$ cat src/rtl/serial_pkg.sv
// Shared definitions for the serial front-end stages (feeder, detector, and later blocks).
package serial_pkg;

    typedef enum logic [1:0] {
        IDLE  = 2'd0,
        SHIFT = 2'd1,
        GAP   = 2'd2
    } feeder_state_t;

    localparam logic IDLE_BIT = 1'b0;

endpackage

$ cat src/rtl/serial_bit_feeder.sv
// Parallel-to-serial feeder: takes WIDTH-bit words over valid/ready and drives one bit per
// clock on x, with optional idle gap cycles between words.
module serial_bit_feeder #(
    parameter int unsigned WIDTH     = 8,
    parameter bit          MSB_FIRST = 1'b1,
    parameter int unsigned GAP       = 0,
    parameter bit          IDLE_BIT  = serial_pkg::IDLE_BIT
) (
    input  logic             clock,
    input  logic             reset_n,
    input  logic             load_valid,
    output logic             load_ready,
    input  logic [WIDTH-1:0] load_data,
    output logic             x,
    output logic             bit_valid,
    output logic             first_bit,
    output logic             last_bit
);

    localparam int unsigned         BCNT_W    = $clog2(WIDTH);
    localparam logic [BCNT_W-1:0]   BCNT_LAST = BCNT_W'(WIDTH - 1);
    localparam logic [3:0]          GCNT_LAST = (GAP == 0) ? 4'd0 : 4'(GAP - 1);

    serial_pkg::feeder_state_t state_q, state_d;
    logic [WIDTH-1:0]          sreg_q, sreg_d;
    logic [BCNT_W-1:0]         bcnt_q, bcnt_d;
    logic [3:0]                gcnt_q, gcnt_d;
    logic                      x_d, bit_valid_d, first_bit_d, last_bit_d;

    logic                      word_end;
    logic                      handshake;
    logic                      shift_bit;
    logic [WIDTH-1:0]          sreg_shifted;

    assign word_end  = (bcnt_q == BCNT_LAST);
    assign handshake = load_valid && load_ready;

    // Bit selection and shift direction fixed by MSB_FIRST
    always_comb begin
        if (MSB_FIRST) begin
            shift_bit    = sreg_q[WIDTH-1];
            sreg_shifted = {sreg_q[WIDTH-2:0], 1'b0};
        end else begin
            shift_bit    = sreg_q[0];
            sreg_shifted = {1'b0, sreg_q[WIDTH-1:1]};
        end
    end

    // Ready is a pure decode of state and counters, held low while in reset
    always_comb begin
        load_ready = 1'b0;
        if (reset_n) begin
            unique case (state_q)
                serial_pkg::IDLE:  load_ready = 1'b1;
                serial_pkg::SHIFT: load_ready = (GAP == 0) && word_end;
                serial_pkg::GAP:   load_ready = (gcnt_q == GCNT_LAST);
                default:           load_ready = 1'b0;
            endcase
        end
    end

    // Next-state and next-output decode
    always_comb begin
        state_d     = state_q;
        sreg_d      = sreg_q;
        bcnt_d      = bcnt_q;
        gcnt_d      = gcnt_q;
        x_d         = IDLE_BIT;
        bit_valid_d = 1'b0;
        first_bit_d = 1'b0;
        last_bit_d  = 1'b0;

        unique case (state_q)
            serial_pkg::IDLE: begin
                if (handshake) begin
                    state_d = serial_pkg::SHIFT;
                    sreg_d  = load_data;
                    bcnt_d  = '0;
                end
            end

            serial_pkg::SHIFT: begin
                x_d         = shift_bit;
                bit_valid_d = 1'b1;
                first_bit_d = (bcnt_q == '0);
                last_bit_d  = word_end;
                sreg_d      = sreg_shifted;
                bcnt_d      = bcnt_q + BCNT_W'(1);
                if (word_end) begin
                    bcnt_d = '0;
                    if (GAP == 0) begin
                        // Reload on the final bit keeps the stream bubble-free
                        if (handshake) begin
                            sreg_d = load_data;
                        end else begin
                            state_d = serial_pkg::IDLE;
                        end
                    end else begin
                        state_d = serial_pkg::GAP;
                        gcnt_d  = '0;
                    end
                end
            end

            serial_pkg::GAP: begin
                gcnt_d = gcnt_q + 4'd1;
                if (gcnt_q == GCNT_LAST) begin
                    gcnt_d = '0;
                    if (handshake) begin
                        state_d = serial_pkg::SHIFT;
                        sreg_d  = load_data;
                        bcnt_d  = '0;
                    end else begin
                        state_d = serial_pkg::IDLE;
                    end
                end
            end

            default: begin
                state_d = serial_pkg::IDLE;
            end
        endcase
    end

    // State, datapath and output registers with synchronous reset
    always_ff @(posedge clock) begin
        if (!reset_n) begin
            state_q   <= serial_pkg::IDLE;
            sreg_q    <= '0;
            bcnt_q    <= '0;
            gcnt_q    <= '0;
            x         <= IDLE_BIT;
            bit_valid <= 1'b0;
            first_bit <= 1'b0;
            last_bit  <= 1'b0;
        end else begin
            state_q   <= state_d;
            sreg_q    <= sreg_d;
            bcnt_q    <= bcnt_d;
            gcnt_q    <= gcnt_d;
            x         <= x_d;
            bit_valid <= bit_valid_d;
            first_bit <= first_bit_d;
            last_bit  <= last_bit_d;
        end
    end

endmodule

$ cat config.mk
export PLATFORM = sky130hd
export DESIGN_NAME = serial_bit_feeder
export DESIGN_NICKNAME = d
export VERILOG_FILES = /design/src/rtl/serial_pkg.sv /design/src/rtl/serial_bit_feeder.sv
export SDC_FILE = /design/constraint.sdc
export NUM_CORES = 1
export LEC_CHECK = 0
export BUFFER_PORTS_ARGS = -buffer_cell sky130_fd_sc_hd__buf_2
export CORE_MARGIN = 5
export CORE_UTILIZATION = 50
export DETAILED_ROUTE_END_ITERATION = 7
export GPL_TIMING_DRIVEN = 0
export PLACE_DENSITY = 0.74
export SYNTH_ARGS = -nofsm -noshare
export SYNTH_HDL_FRONTEND = slang
export SYNTH_SLANG_ARGS = --single-unit
$ cat constraint.sdc
create_clock -name clock -period 5.2 [get_ports clock]
set_input_delay 0.78 -clock clock [delete_from_list [all_inputs] [get_ports clock]]
set_output_delay 0.78 -clock clock [all_outputs]
set_load 0.05 [all_outputs]
== Word-level counts from Yosys, hierarchy flattened ==
Index checks and enable logic that the tools add are counted.

* Multiplexer cells: 19
* Equality and inequality tests: 7
* Add/sub/neg operators: 2
* Reduce and logical (&&, ||, !) cells: 8

{| class="wikitable"
|+ Operators by type and width
! cell !! number
|-
| 8-bit two-way mux || 4
|-
| 8-bit case mux with 3 select lines || 1
|-
| 3-bit two-way mux || 3
|-
| 3-bit case mux with 3 select lines || 1
|-
| 2-bit two-way mux || 4
|-
| 2-bit inequality test, second input constant || 4
|-
| 2-bit case mux with 3 select lines || 1
|-
| 4-bit by 1-bit adder with 4-bit output, second input constant || 1
|-
| 4-bit logical NOT || 1
|-
| 4-bit two-way mux || 1
|-
| 2-bit AND reduction || 2
|-
| 4-bit AND reduction || 1
|-
| 3-bit by 1-bit adder with 3-bit output, second input constant || 1
|-
| 3-bit == test, second input constant || 1
|-
| 3-bit logical NOT || 1
|-
| 1-bit two-way mux || 3
|-
| 1-bit case mux with 3 select lines || 1
|-
| 3-bit nonzero test || 1
|-
| 2-bit by 1-bit == test with 1-bit output, second input constant || 1
|-
| 2-bit == test, second input constant || 1
|-
| 2-bit logical NOT || 1
|-
| 1-bit logical AND || 1
|}

* Flip-flop bits (word level): 21
* Output and inout bits: 5
* Word-level logic and storage cells: 44
* Input bits: 11

== Depth between registers and ports, before layout ==
Gate-level depths: netlist of run 1.

* Word-level depth: 7
* Gate-level depth with buffers: 10
* Depth with buffers taken out: 9

== Least setup slack after synthesis of run 1 ==
No wires, ideal clock.

* Path type: register to register
* From: register bcnt_q[0]
* To: register sreg_q[2]
* Slack: 2.974 ns
* Buffers on the path: 1
* Setup time: 0.122 ns
* Required time: 5.078 ns
* Clock period less this slack: 2.226 ns
* Arrival: 2.105 ns
* Stages on the path, launching flop included: 9
* Cell sequence: dfxtp_1 > ha_1 > ha_1 > nand2b_1 > and2_1 > nand2_1 > ha_1 > clkbuf_1 > o311a_1

* Word-level cells in the longest chain between the ends: 7
* Elaborated cells on any way between the ends: 9
* Classes of those cells: 1 x eq/ne; 7 x mux; 1 x reduce/logical

{| class="wikitable"
|+ RTL lines
! item !! line !! RTL
|-
| from (decl) || serial_bit_feeder.sv:26 || <nowiki>logic [BCNT_W-1:0] bcnt_q, bcnt_d;</nowiki>
|-
| from (signal assigned) || serial_bit_feeder.sv:139 || <nowiki>bcnt_q <= bcnt_d;</nowiki>
|-
| 3-bit == test (*) || serial_bit_feeder.sv:35 || <nowiki>assign word_end = (bcnt_q == BCNT_LAST);</nowiki>
|-
| via word_end || serial_bit_feeder.sv:30 || <nowiki>logic word_end;</nowiki>
|-
| 1-bit case mux with 3 select lines (*) || serial_bit_feeder.sv:53 || <nowiki>unique case (state_q)</nowiki>
|-
| 1-bit two-way mux (*) || serial_bit_feeder.sv:52 || <nowiki>if (reset_n) begin</nowiki>
|-
| via load_ready || serial_bit_feeder.sv:12 || <nowiki>output logic load_ready,</nowiki>
|-
| 1-bit logical AND (*) || serial_bit_feeder.sv:36 || <nowiki>assign handshake = load_valid && load_ready;</nowiki>
|-
| 8-bit two-way mux, on equally long branches (2 in a row) || - ||
|-
| 8-bit case mux with 3 select lines (*) || serial_bit_feeder.sv:73 || <nowiki>unique case (state_q)</nowiki>
|-
| to (signal assigned) || serial_bit_feeder.sv:138 || <nowiki>sreg_q <= sreg_d;</nowiki>
|-
| to (decl) || serial_bit_feeder.sv:25 || <nowiki>logic [WIDTH-1:0] sreg_q, sreg_d;</nowiki>
|}

Mark *: on every way through the listed nets, which the timed path passes. The rest lies on a longest branch. The select of a mux whose other input is x is not followed.
A chain may end at the register's enable or synchronous reset.

== Final worst setup path of run 1 ==
* From: register bcnt_q[0]
* To: output load_ready

* Word-level cells in the longest chain between the ends: 3

{| class="wikitable"
|+ RTL lines
! item !! line
|-
| 3-bit == test || serial_bit_feeder.sv:35
|-
| via word_end || serial_bit_feeder.sv:30
|-
| 1-bit case mux with 3 select lines || serial_bit_feeder.sv:53
|-
| 1-bit two-way mux || serial_bit_feeder.sv:52
|-
| to (decl) || serial_bit_feeder.sv:12
|}

The timed path passes the listed nets, and every way through them passes these cells.

==> results of run 1 <==
[state kept, by name (all words and copies together) (netlist names)]
signal     count
sreg_q         8
bcnt_q         3
bit_valid      1
first_bit      1
last_bit       1
state_q        1
x              1
[cell type report]
| class | count | area, um2 | area share (%) |
|---|---|---|---|
| Tap cell | 16 | 20.0 | 2.26 |
| Inverter | 4 | 15.0 | 1.70 |
| Clock buffer | 3 | 22.5 | 2.55 |
| Sequential cell | 16 | 320 | 36.2 |
| Multi-Input combinational cell | 55 | 402 | 45.4 |
| Timing Repair Buffer | 15 | 75.1 | 8.49 |
| Buffer | 6 | 30.0 | 3.39 |
[worst max-delay path: cells and delay by family, from the launching register on]
| family | cells | cell delay (ns) |
|---|---|---|
| flops | 1 | 0.40 |
| fa+ha+maj | 2 | 0.40 |
| simple gates | 2 | 0.33 |
| buf+inv | 1 | 0.27 |
[synth_stat cells]
| library cell | number |
|---|---|
| sky130_fd_sc_hd__or3b_1 | 1 |
| sky130_fd_sc_hd__dfxtp_1 | 16 |
| sky130_fd_sc_hd__or3_1 | 1 |
| sky130_fd_sc_hd__clkbuf_1 | 5 |
| sky130_fd_sc_hd__and3b_1 | 1 |
| sky130_fd_sc_hd__and2_1 | 3 |
| sky130_fd_sc_hd__nand2b_1 | 8 |
| sky130_fd_sc_hd__ha_1 | 4 |
| sky130_fd_sc_hd__o21ai_0 | 2 |
| sky130_fd_sc_hd__a211o_1 | 1 |
| sky130_fd_sc_hd__buf_6 | 1 |
| sky130_fd_sc_hd__a21boi_0 | 7 |
| sky130_fd_sc_hd__o311a_1 | 7 |
| sky130_fd_sc_hd__nand3_2 | 1 |
| sky130_fd_sc_hd__a31oi_1 | 1 |
| sky130_fd_sc_hd__inv_1 | 4 |
| sky130_fd_sc_hd__nand2_1 | 6 |
| sky130_fd_sc_hd__and3_1 | 9 |
| sky130_fd_sc_hd__a21boi_1 | 3 |
[power by group through the flow]
stage	clock [mW]	sequential [mW]	combinational (mW)
after CTS	0.0663	0.144	0.0796
after floorplan	0	0.153	0.0534
after global placement	0	0.147	0.0774
after global routing	0.0727	0.146	0.0883
final	0.0649	0.144	0.0793
after detailed placement	0	0.147	0.0792
[layout by cell type (no fill, tap or decap), drive strengths merged]
| cell type | count |
|---|---|
| dfxtp | 16 |
| buf | 16 |
| a21boi | 10 |
| and3 | 9 |
| nand2b | 8 |
| clkbuf | 8 |
| o311a | 7 |
| nand2 | 6 |
| inv | 4 |
| ha | 4 |
| and2 | 3 |
| o21ai | 2 |
| nand3 | 1 |
| a211o | 1 |
| or3b | 1 |
| a31oi | 1 |
| or3 | 1 |
| and3b | 1 |
[worst paths after layout]
kind | start | end | slack (ns) | cells after the start
worst max register to register | bcnt_q[0] | bcnt_q[2] | 3.01 | 9
worst min register to register | sreg_q[0] | sreg_q[0] | 0.47 | 2
worst min-delay path | sreg_q[0] | sreg_q[0] | 0.47 | 2
worst max-delay path | bcnt_q[0] | load_ready | 2.75 | 5
[routing by layer]
metal	track usage (%)	vias to the layer above	part of all wire, %
met5	0	-	0
met3	3.67	2	6.0
met1	16.5	293	48
met2	19.1	15	45
li1	-	324	-
met4	6.73	0	0.67
[kinds of logic after synthesis]
family | count (synthesis) | synth area share, %
simple gates | 30 | 23.7
flops | 16 | 41.8
compound gates | 21 | 22.2
buf+inv | 10 | 5.87
fa+ha+maj | 4 | 6.53
==> flow_metrics.tcl, run 1 <==
set metrics [dict create \
    status "finished, final reports clean" \
    dr.pass1.iters 4 \
    dp.final_hpwl_mm 1.11 \
    cell_types_with_the_largest_area_share_after_synthesis "sky130_fd_sc_hd__dfxtp_1, sky130_fd_sc_hd__o311a_1, sky130_fd_sc_hd__and3_1" \
    pre_cts_ws_ns 3.01 \
    avgViaCountPerCell 5.51 \
    critical_path.max_stage_delay_ns 0.40 \
    post_synth_instance_area_um2 767 \
    number_of_i_o_pins 16 \
    grt_first_pass_wirelength_mm 2.48 \
    yosys_reg_bits 16 \
    number_of_design_rule_violations_left_after_detail_routing 0 \
    htree_levels 1 \
    top_cell_type_s_share_of_synthesized_area_pct 41.8 \
    final_period_minus_worst_setup_slack_ns 2.45 \
    cts.path.max_buffers 2 \
    seq_power_share_pct 50.0 \
    static_leakage_nw 0.434 \
    die_h_um 49.2 \
    post_route_worst_hold_slack_ns 0.474 \
    place_area_um2 862 \
    dieArea_um2 2420 \
    wl_per_cell_um 12.9 \
    rsz0062_at_grt "false" \
    post_cts_buffers 0 \
    post_cts_resized 0 \
    drtIter0Drc 12 \
    report.final.hold_viol_count 0 \
    fin_cells 115 \
    worst_skew_pair.late_latency_ns 0.28 \
    io_buffers 15 \
    finalSetupViolCount 0 \
    numPlacedInstances 112 \
    post_route_cells_drive_above_1_share_pct 20.2 \
    grt_max_degree 11 \
    min-delay-path-class "reg2reg" \
    post-route-period-util_pct 47.1 \
    cpMaxStageDelayCell "sky130_fd_sc_hd__dfxtp_1" \
    root_buffer "sky130_fd_sc_hd__clkbuf_4" \
    vias_in_the_first_global_route 583 \
    final_net_count 116 \
    crit_top_cell "sky130_fd_sc_hd__ha_1" \
    fp.coreArea_um2 1490 \
    cts.sinks 16 \
    power_density_nw_per_um2 326 \
    slew_hr_pct 69.9 \
    die_width_um 49.2 \
    combPwrFrac_pct 27.5 \
    gp_routability_congestion 0.750 \
    fin_total_pwr_mw 0.289 \
    holdBufCountCts 0 \
    synth-seq-area-share_pct 41.8 \
    synth_area_per_cell_um2 9.47 \
    dr_total_vias 634 \
    tritoncts_clock_tree "done" \
    worstPathMaxFanout 4 \
    power.share.clock_pct 22.5 \
    cap_violations 0 \
    kind_of_end_point_of_the_critical_path "output pin" \
    global_route.usage.total_pct 12.8 \
    synthesis.nets 96 \
    timing.critical_path.arrival_ns 1.67 \
    fin_worst_skew_ns 0.00138 \
    number_of_antenna_violations_at_the_first_check_in_global_routing 0 \
    final.setup.worst_slack_ns 2.75 \
    globalRoute.totalOverflow 0 \
    wirelength_mm 1.49 \
    synth_top_area_cell "sky130_fd_sc_hd__dfxtp_1" \
    ir_worst_vdd_mv 0.168 \
    crit_path_cell_trace "ha_1, ha_1, nand2b_1, and2_1, buf_2" \
    net-switching-power_mw 0.0919 \
    achievable-frequency_ghz 0.408 \
    initial_core_util_pct 51.5 \
    setup_tns_ns 0 \
    drtAntennaViolNets 0 \
    criticalPathCategory "reg2out" \
    placement_rows 14 \
    cp-start-kind "flip-flop" \
    post_synth_num_cell_types 19 \
    summed_area_of_non_filler_cells_in_the_final_layout_um2 885 \
    pins_over_slew_limit 0 \
    syn_inst 81 \
    syn2layout_area_growth_pct 15.3 \
    clkTransAtPathRegs_ns 0.09 \
    postLayoutCoreUtil_pct 59.4 \
    total_clock_buffers_created_by_cts 3 \
    crit_required_ns 4.42 \
    cell_internal_pwr_mw 0.197 \
    worst-slew-pin-transition_ns 0.452 \
    total_of_warnings_raised_by_yosys 0 \
    antennaDiodeCount 0 \
    switching_share_pct 31.8 \
    fill_cell_total_of_the_finished_layout 143 \
]
(Power assumes the default switching activity.)
==> run 2, diff against run 1 <==
--- a/config.mk
+++ b/config.mk
@@ -5,12 +5,14 @@
 export SDC_FILE = /design/constraint.sdc
 export NUM_CORES = 1
 export LEC_CHECK = 0
+export ABC_AREA = 1
 export BUFFER_PORTS_ARGS = -buffer_cell sky130_fd_sc_hd__buf_2
+export CORE_ASPECT_RATIO = 1.2
 export CORE_MARGIN = 5
-export CORE_UTILIZATION = 50
+export CORE_UTILIZATION = 46
 export DETAILED_ROUTE_END_ITERATION = 7
 export GPL_TIMING_DRIVEN = 0
-export PLACE_DENSITY = 0.74
+export PLACE_DENSITY = 0.72
 export SYNTH_ARGS = -nofsm -noshare
 export SYNTH_HDL_FRONTEND = slang
 export SYNTH_SLANG_ARGS = --single-unit
==> constraint.sdc (replaced) <==
create_clock -name clock -period 2.15 [get_ports clock]
set_input_delay 0.3225 -clock clock [delete_from_list [all_inputs] [get_ports clock]]
set_output_delay 0.3225 -clock clock [all_outputs]
set_load 0.05 [all_outputs]
==> flow_metrics.tcl, run 2 <==
set metrics [dict create \
    placement_rows 16 \
    total_clock_buffers_created_by_cts 3 \
    top_cell_type_s_share_of_synthesized_area_pct 42.0 \
    tritoncts_clock_tree "done" \
    pre_cts_ws_ns 0.145 \
    clkTransAtPathRegs_ns 0.09 \
    achievable-frequency_ghz 0.507 \
    number_of_i_o_pins 16 \
    antennaDiodeCount 0 \
    finalSetupViolCount 0 \
    grt_first_pass_wirelength_mm 2.78 \
    fin_cells 141 \
    synth_top_area_cell "sky130_fd_sc_hd__dfxtp_1" \
    fp.coreArea_um2 1600 \
    crit_required_ns 1.83 \
    timing.critical_path.arrival_ns 1.65 \
    fraction_of_synthesis_flops_using_an_asynchronous_set_or_reset_pin_pct 0 \
    wl_per_cell_um 11.0 \
    fill_cell_total_of_the_finished_layout 165 \
    avgViaCountPerCell 4.99 \
    largest-register "sreg_q" \
    gp_routability_congestion 0.751 \
    cts.sinks 16 \
    drtIter0Drc 3 \
    post_route_cells_drive_above_1_share_pct 23.6 \
    wirelength_mm 1.56 \
    global_route.usage.total_pct 15.1 \
    final_net_count 139 \
    kind_of_end_point_of_the_critical_path "output pin" \
    synthesis.nets 119 \
    synth_most_common_cell "sky130_fd_sc_hd__nor2_1" \
    syn_inst 104 \
    htree_levels 1 \
    final.setup.worst_slack_ns 0.179 \
    synth_ff_type "sky130_fd_sc_hd__dfxtp_1" \
    static_leakage_nw 0.453 \
    io_buffers 15 \
    cp-start-kind "flip-flop" \
    post-route-period-util_pct 91.7 \
    fin_worst_skew_ns 0.00112 \
    dr_total_vias 703 \
    number_of_enable_flip_flop_cells_after_synthesis 0 \
    post_synth_num_cell_types 18 \
    synth_area_per_cell_um2 7.34 \
    drtAntennaViolNets 0 \
    initial_core_util_pct 47.7 \
    status "finished, final reports clean" \
    power_density_nw_per_um2 897 \
    worstPathMaxFanout 3 \
    number_of_design_rule_violations_left_after_detail_routing 0 \
    mostFrequentLayoutCell "sky130_fd_sc_hd__nor2_1" \
    dp.final_hpwl_mm 1.17 \
    cts.path.max_buffers 2 \
    number_of_antenna_violations_at_the_first_check_in_global_routing 0 \
    die_width_um 47.2 \
    postLayoutCoreUtil_pct 56.5 \
    report.final.hold_viol_count 0 \
    total_of_warnings_raised_by_yosys 0 \
    layout_common_cells "sky130_fd_sc_hd__nor2_1, sky130_fd_sc_hd__buf_2, sky130_fd_sc_hd__dfxtp_1" \
    min-delay-path-class "in2reg" \
    synth.top_cells.by_count "sky130_fd_sc_hd__nor2_1, sky130_fd_sc_hd__dfxtp_1, sky130_fd_sc_hd__inv_1" \
    ir_worst_vdd_mv 0.424 \
    globalRoute.totalOverflow 0 \
    largest_register_ffs 8 \
    worst-slew-pin-transition_ns 0.281 \
    reg2reg_slack_ns 0.22 \
    layout_top_registers "sreg_q x8, bcnt_q x3" \
    setup_tns_ns 0 \
    dr.pass1.iters 4 \
    yosys_reg_bits 16 \
    final_period_minus_worst_setup_slack_ns 1.97 \
    cell_types_with_the_largest_area_share_after_synthesis "sky130_fd_sc_hd__dfxtp_1, sky130_fd_sc_hd__nor2_1, sky130_fd_sc_hd__inv_1" \
    root_buffer "sky130_fd_sc_hd__clkbuf_4" \
    worst_skew_pair.late_latency_ns 0.28 \
    pins_over_slew_limit 0 \
    synth-seq-area-share_pct 42.0 \
    slew_hr_pct 81.3 \
    criticalPathCategory "reg2out" \
    numPlacedInstances 137 \
    cap_violations 0 \
    syn2layout_area_growth_pct 18.5 \
    post_synth_instance_area_um2 763 \
    die_h_um 54.6 \
    grt_max_degree 11 \
    vias_in_the_first_global_route 673 \
    dieArea_um2 2580 \
    holdBufCountCts 0 \
]
## run 2: area by class of cell
cell class,count,area [um2],share of cell area [%]
multi-input combinational,68,364,40.2
inverter,17,66.3,7.33
tap,18,22.5,2.49
sequential,16,320,35.4
buffer,3,20.0,2.21
timing repair buffer,15,75.1,8.30
clock buffer,4,36.3,4.01
## run 2: repair_timing
action / CTS / global route
setup buffers: 0 / 0
gates resized for setup: 0 / 3
setup endpoints to repair: 0 / 8
## run 2: critical path: stages (launching register included)
cell and delay [ns]:
sky130_fd_sc_hd__dfxtp_1 0.37, sky130_fd_sc_hd__ha_1 0.16, sky130_fd_sc_hd__ha_1 0.25, sky130_fd_sc_hd__inv_1 0.09
sky130_fd_sc_hd__nand2_2 0.09, sky130_fd_sc_hd__inv_1 0.07, sky130_fd_sc_hd__nor2_1 0.08, sky130_fd_sc_hd__buf_2 0.26
## run 2: per-stage QoR
stage          total power [mW]  area [um2]  hold WS [ns]
2_1_floorplan             0.554         763         0.408
3_3_place_gp              0.607         861         0.424
3_5_place_dp              0.617         861         0.435
4_1_cts                   0.814         897         0.280
5_1_grt                   0.879         905         0.279
6_report                  0.811         905         0.287
## run 2: where the power goes
part / switching, mW / total [mW] / internal, mW
clock: 0.0924 / 0.195 / 0.103
combinational: 0.159 / 0.246 / 0.0869
sequential: 0.0278 / 0.370 / 0.342
total: 0.279 / 0.811 / 0.532
## run 2: layer usage
layer  share of wire (%)  global-route usage [%]
met5                   0                       0
met4                0.77                    5.53
met3                 5.8                    3.29
met2                  53                    26.0
met1                  40                    18.0
## run 2: worst paths after layout
kind | from | endpoint | cells after the start
min | load_data[0] | sreg_q[0] | 3
max | bcnt_q[0] | load_ready | 7
max reg2reg | bcnt_q[0] | sreg_q[2] | 10
min reg2reg | sreg_q[7] | x | 2
## run 2: logic make-up (layout without fill, tap and decap cells)
kind of cell,count (synthesis),after routing,synth area share (%)
AND/OR/NAND/NOR,46,46,25.9
buffers and inverters,20,39,10.7
AO/OA/AOI/OAI,18,18,14.9
flip-flops,16,16,42.0
adder cells (fa/ha/maj),4,4,6.56
==> run 3, diff against run 2 <==
--- a/config.mk
+++ b/config.mk
@@ -7,12 +7,11 @@
 export LEC_CHECK = 0
 export ABC_AREA = 1
 export BUFFER_PORTS_ARGS = -buffer_cell sky130_fd_sc_hd__buf_2
-export CORE_ASPECT_RATIO = 1.2
-export CORE_MARGIN = 5
-export CORE_UTILIZATION = 46
+export CORE_MARGIN = 1
+export CORE_UTILIZATION = 51
 export DETAILED_ROUTE_END_ITERATION = 7
 export GPL_TIMING_DRIVEN = 0
-export PLACE_DENSITY = 0.72
+export PLACE_DENSITY = 0.75
 export SYNTH_ARGS = -nofsm -noshare
 export SYNTH_HDL_FRONTEND = slang
 export SYNTH_SLANG_ARGS = --single-unit
==> constraint.sdc (replaced) <==
create_clock -name clock -period 1.9 [get_ports clock]
set_input_delay 0.285 -clock clock [delete_from_list [all_inputs] [get_ports clock]]
set_output_delay 0.285 -clock clock [all_outputs]
set_load 0.05 [all_outputs]
==> flow_metrics.tcl, run 3 (same netlist as run 2, synthesis figures left out) <==
set metrics [dict create \
    reg2reg_slack_ns 0.17 \
    finalSetupViolCount 0 \
    power_density_nw_per_um2 1010 \
    root_buffer "sky130_fd_sc_hd__clkbuf_4" \
    achievable-frequency_ghz 0.565 \
    gp_routability_congestion 0.677 \
    cts.path.max_buffers 2 \
    source_of_the_worst_register_to_register_timing_path "bcnt_q[1]" \
    total_clock_buffers_created_by_cts 3 \
    post_route_cells_drive_above_1_share_pct 29.9 \
    grt_first_pass_wirelength_mm 2.30 \
    post_route_worst_hold_slack_ns 0.227 \
    crit_required_ns 1.62 \
    timing.critical_path.arrival_ns 1.48 \
    drtIter0Drc 15 \
    dr_total_vias 704 \
    report.final.hold_viol_count 0 \
    pins_over_slew_limit 0 \
    cp-start-kind "flip-flop" \
    clkTransAtPathRegs_ns 0.10 \
    number_of_i_o_pins 16 \
    worst-slew-pin-transition_ns 0.269 \
    dr.pass1.iters 4 \
    vias_in_the_first_global_route 542 \
    io_buffers 15 \
    final_period_minus_worst_setup_slack_ns 1.77 \
    globalRoute.totalOverflow 0 \
    largest_register_ffs 8 \
    number_of_antenna_violations_at_the_first_check_in_global_routing 0 \
    fill_cell_total_of_the_finished_layout 118 \
    wirelength_mm 1.61 \
    fin_worst_skew_ns 0.00693 \
    numPlacedInstances 134 \
    ir_worst_vdd_mv 0.497 \
    r2r-end "sreg_q[5]" \
    die_h_um 40.7 \
    whs_path_cells 3 \
    cts.sinks 16 \
    drtAntennaViolNets 0 \
    die_width_um 40.7 \
    holdBufCountCts 0 \
    min-delay-path-class "in2reg" \
    layout_top_registers "sreg_q x8, bcnt_q x3" \
    grt_max_degree 11 \
    syn2layout_area_growth_pct 26.4 \
    dp.final_hpwl_mm 1.04 \
    kind_of_end_point_of_the_critical_path "output pin" \
    avgViaCountPerCell 4.96 \
    number_of_design_rule_violations_left_after_detail_routing 0 \
    wl_per_cell_um 11.3 \
    post-route-period-util_pct 93.1 \
    worstPathMaxFanout 3 \
    final_net_count 143 \
    fp.coreArea_um2 1350 \
    htree_levels 1 \
    mostFrequentLayoutCell "sky130_fd_sc_hd__nor2_1" \
    static_leakage_nw 0.473 \
    reg2reg_depth 10 \
    slew_hr_pct 82.1 \
    fin_cells 142 \
    dieArea_um2 1660 \
    worst_skew_pair.late_latency_ns 0.29 \
    hold_path.startpoint "load_data[0]" \
    initial_core_util_pct 56.5 \
    status "finished, final reports clean" \
    largest-register "sreg_q" \
    layout_common_cells "sky130_fd_sc_hd__nor2_1, sky130_fd_sc_hd__inv_1, sky130_fd_sc_hd__buf_2" \
    criticalPathCategory "reg2out" \
    tritoncts_clock_tree "done" \
    min_to "sreg_q[0]" \
    global_route.usage.total_pct 22.5 \
    cap_violations 0 \
    placement_rows 13 \
    antennaDiodeCount 0 \
]
[run 3: critical path, cell delays in order (launching register included)]
cell and delay, ns:
sky130_fd_sc_hd__dfxtp_2 0.36, sky130_fd_sc_hd__ha_2 0.19, sky130_fd_sc_hd__ha_4 0.15, sky130_fd_sc_hd__inv_1 0.06, sky130_fd_sc_hd__nand2_2 0.09, sky130_fd_sc_hd__inv_1 0.09, sky130_fd_sc_hd__nor2_2 0.10, sky130_fd_sc_hd__buf_6 0.16
[run 3: layer usage]
metal | up-vias | global-route usage [%] | part of all wire (%)
met3 | 5 | 6.52 | 6.0
met2 | 33 | 36.9 | 49
li1 | 373 | - | -
met4 | 0 | 12.5 | 2.4
met5 | - | 0 | 0
met1 | 293 | 26.0 | 42
[run 3: layout make-up]
class,count,area (um2),area share (%)
sequential,16,323,33.5
tap,15,18.8,1.95
clock buffer,4,36.3,3.76
buffer,3,20.0,2.08
multi-input combinational,68,392,40.6
inverter,17,63.8,6.61
timing repair buffer,19,111,11.5
[run 3: worst max-delay path by stage]
stage            endpoint      start
6_report       load_ready  bcnt_q[1]
5_1_grt        load_ready  bcnt_q[1]
4_1_cts        load_ready  bcnt_q[1]
3_5_place_dp    sreg_q[3]  bcnt_q[0]
3_3_place_gp    sreg_q[1]  bcnt_q[1]
2_1_floorplan  load_ready  bcnt_q[1]
[run 3: report_power, final]
part | leakage [nW] | switching [mW] | internal (mW)
logic | 0.319 | 0.191 | 0.131
registers | 0.133 | 0.0335 | 0.389
clock network | 0.0210 | 0.113 | 0.117
[run 3: timing repair]
| action | 4_1_cts | 5_1_grt |
|---|---|---|
| endpoints found under the hold margin | 0 | 0 |
| endpoints found under the setup margin | 11 | 10 |
| resized for setup | 3 | 8 |
| buffers inserted | 4 | 0 |
[run 3: stage by stage]
stage	TNS (ns)	setup slack (ns)	total power [mW]	instance area (um2)	util, %
final	0	0.131	0.975	965	71.5
after global routing	-0.00803	-0.00803	1.04	965	71.5
after CTS	0	0.00989	0.957	931	69.0
after detailed placement	-0.486	-0.0745	0.693	857	63.5
after global placement	-0.157	-0.0336	0.684	857	63.5
after floorplan	0	0.0738	0.627	763	-
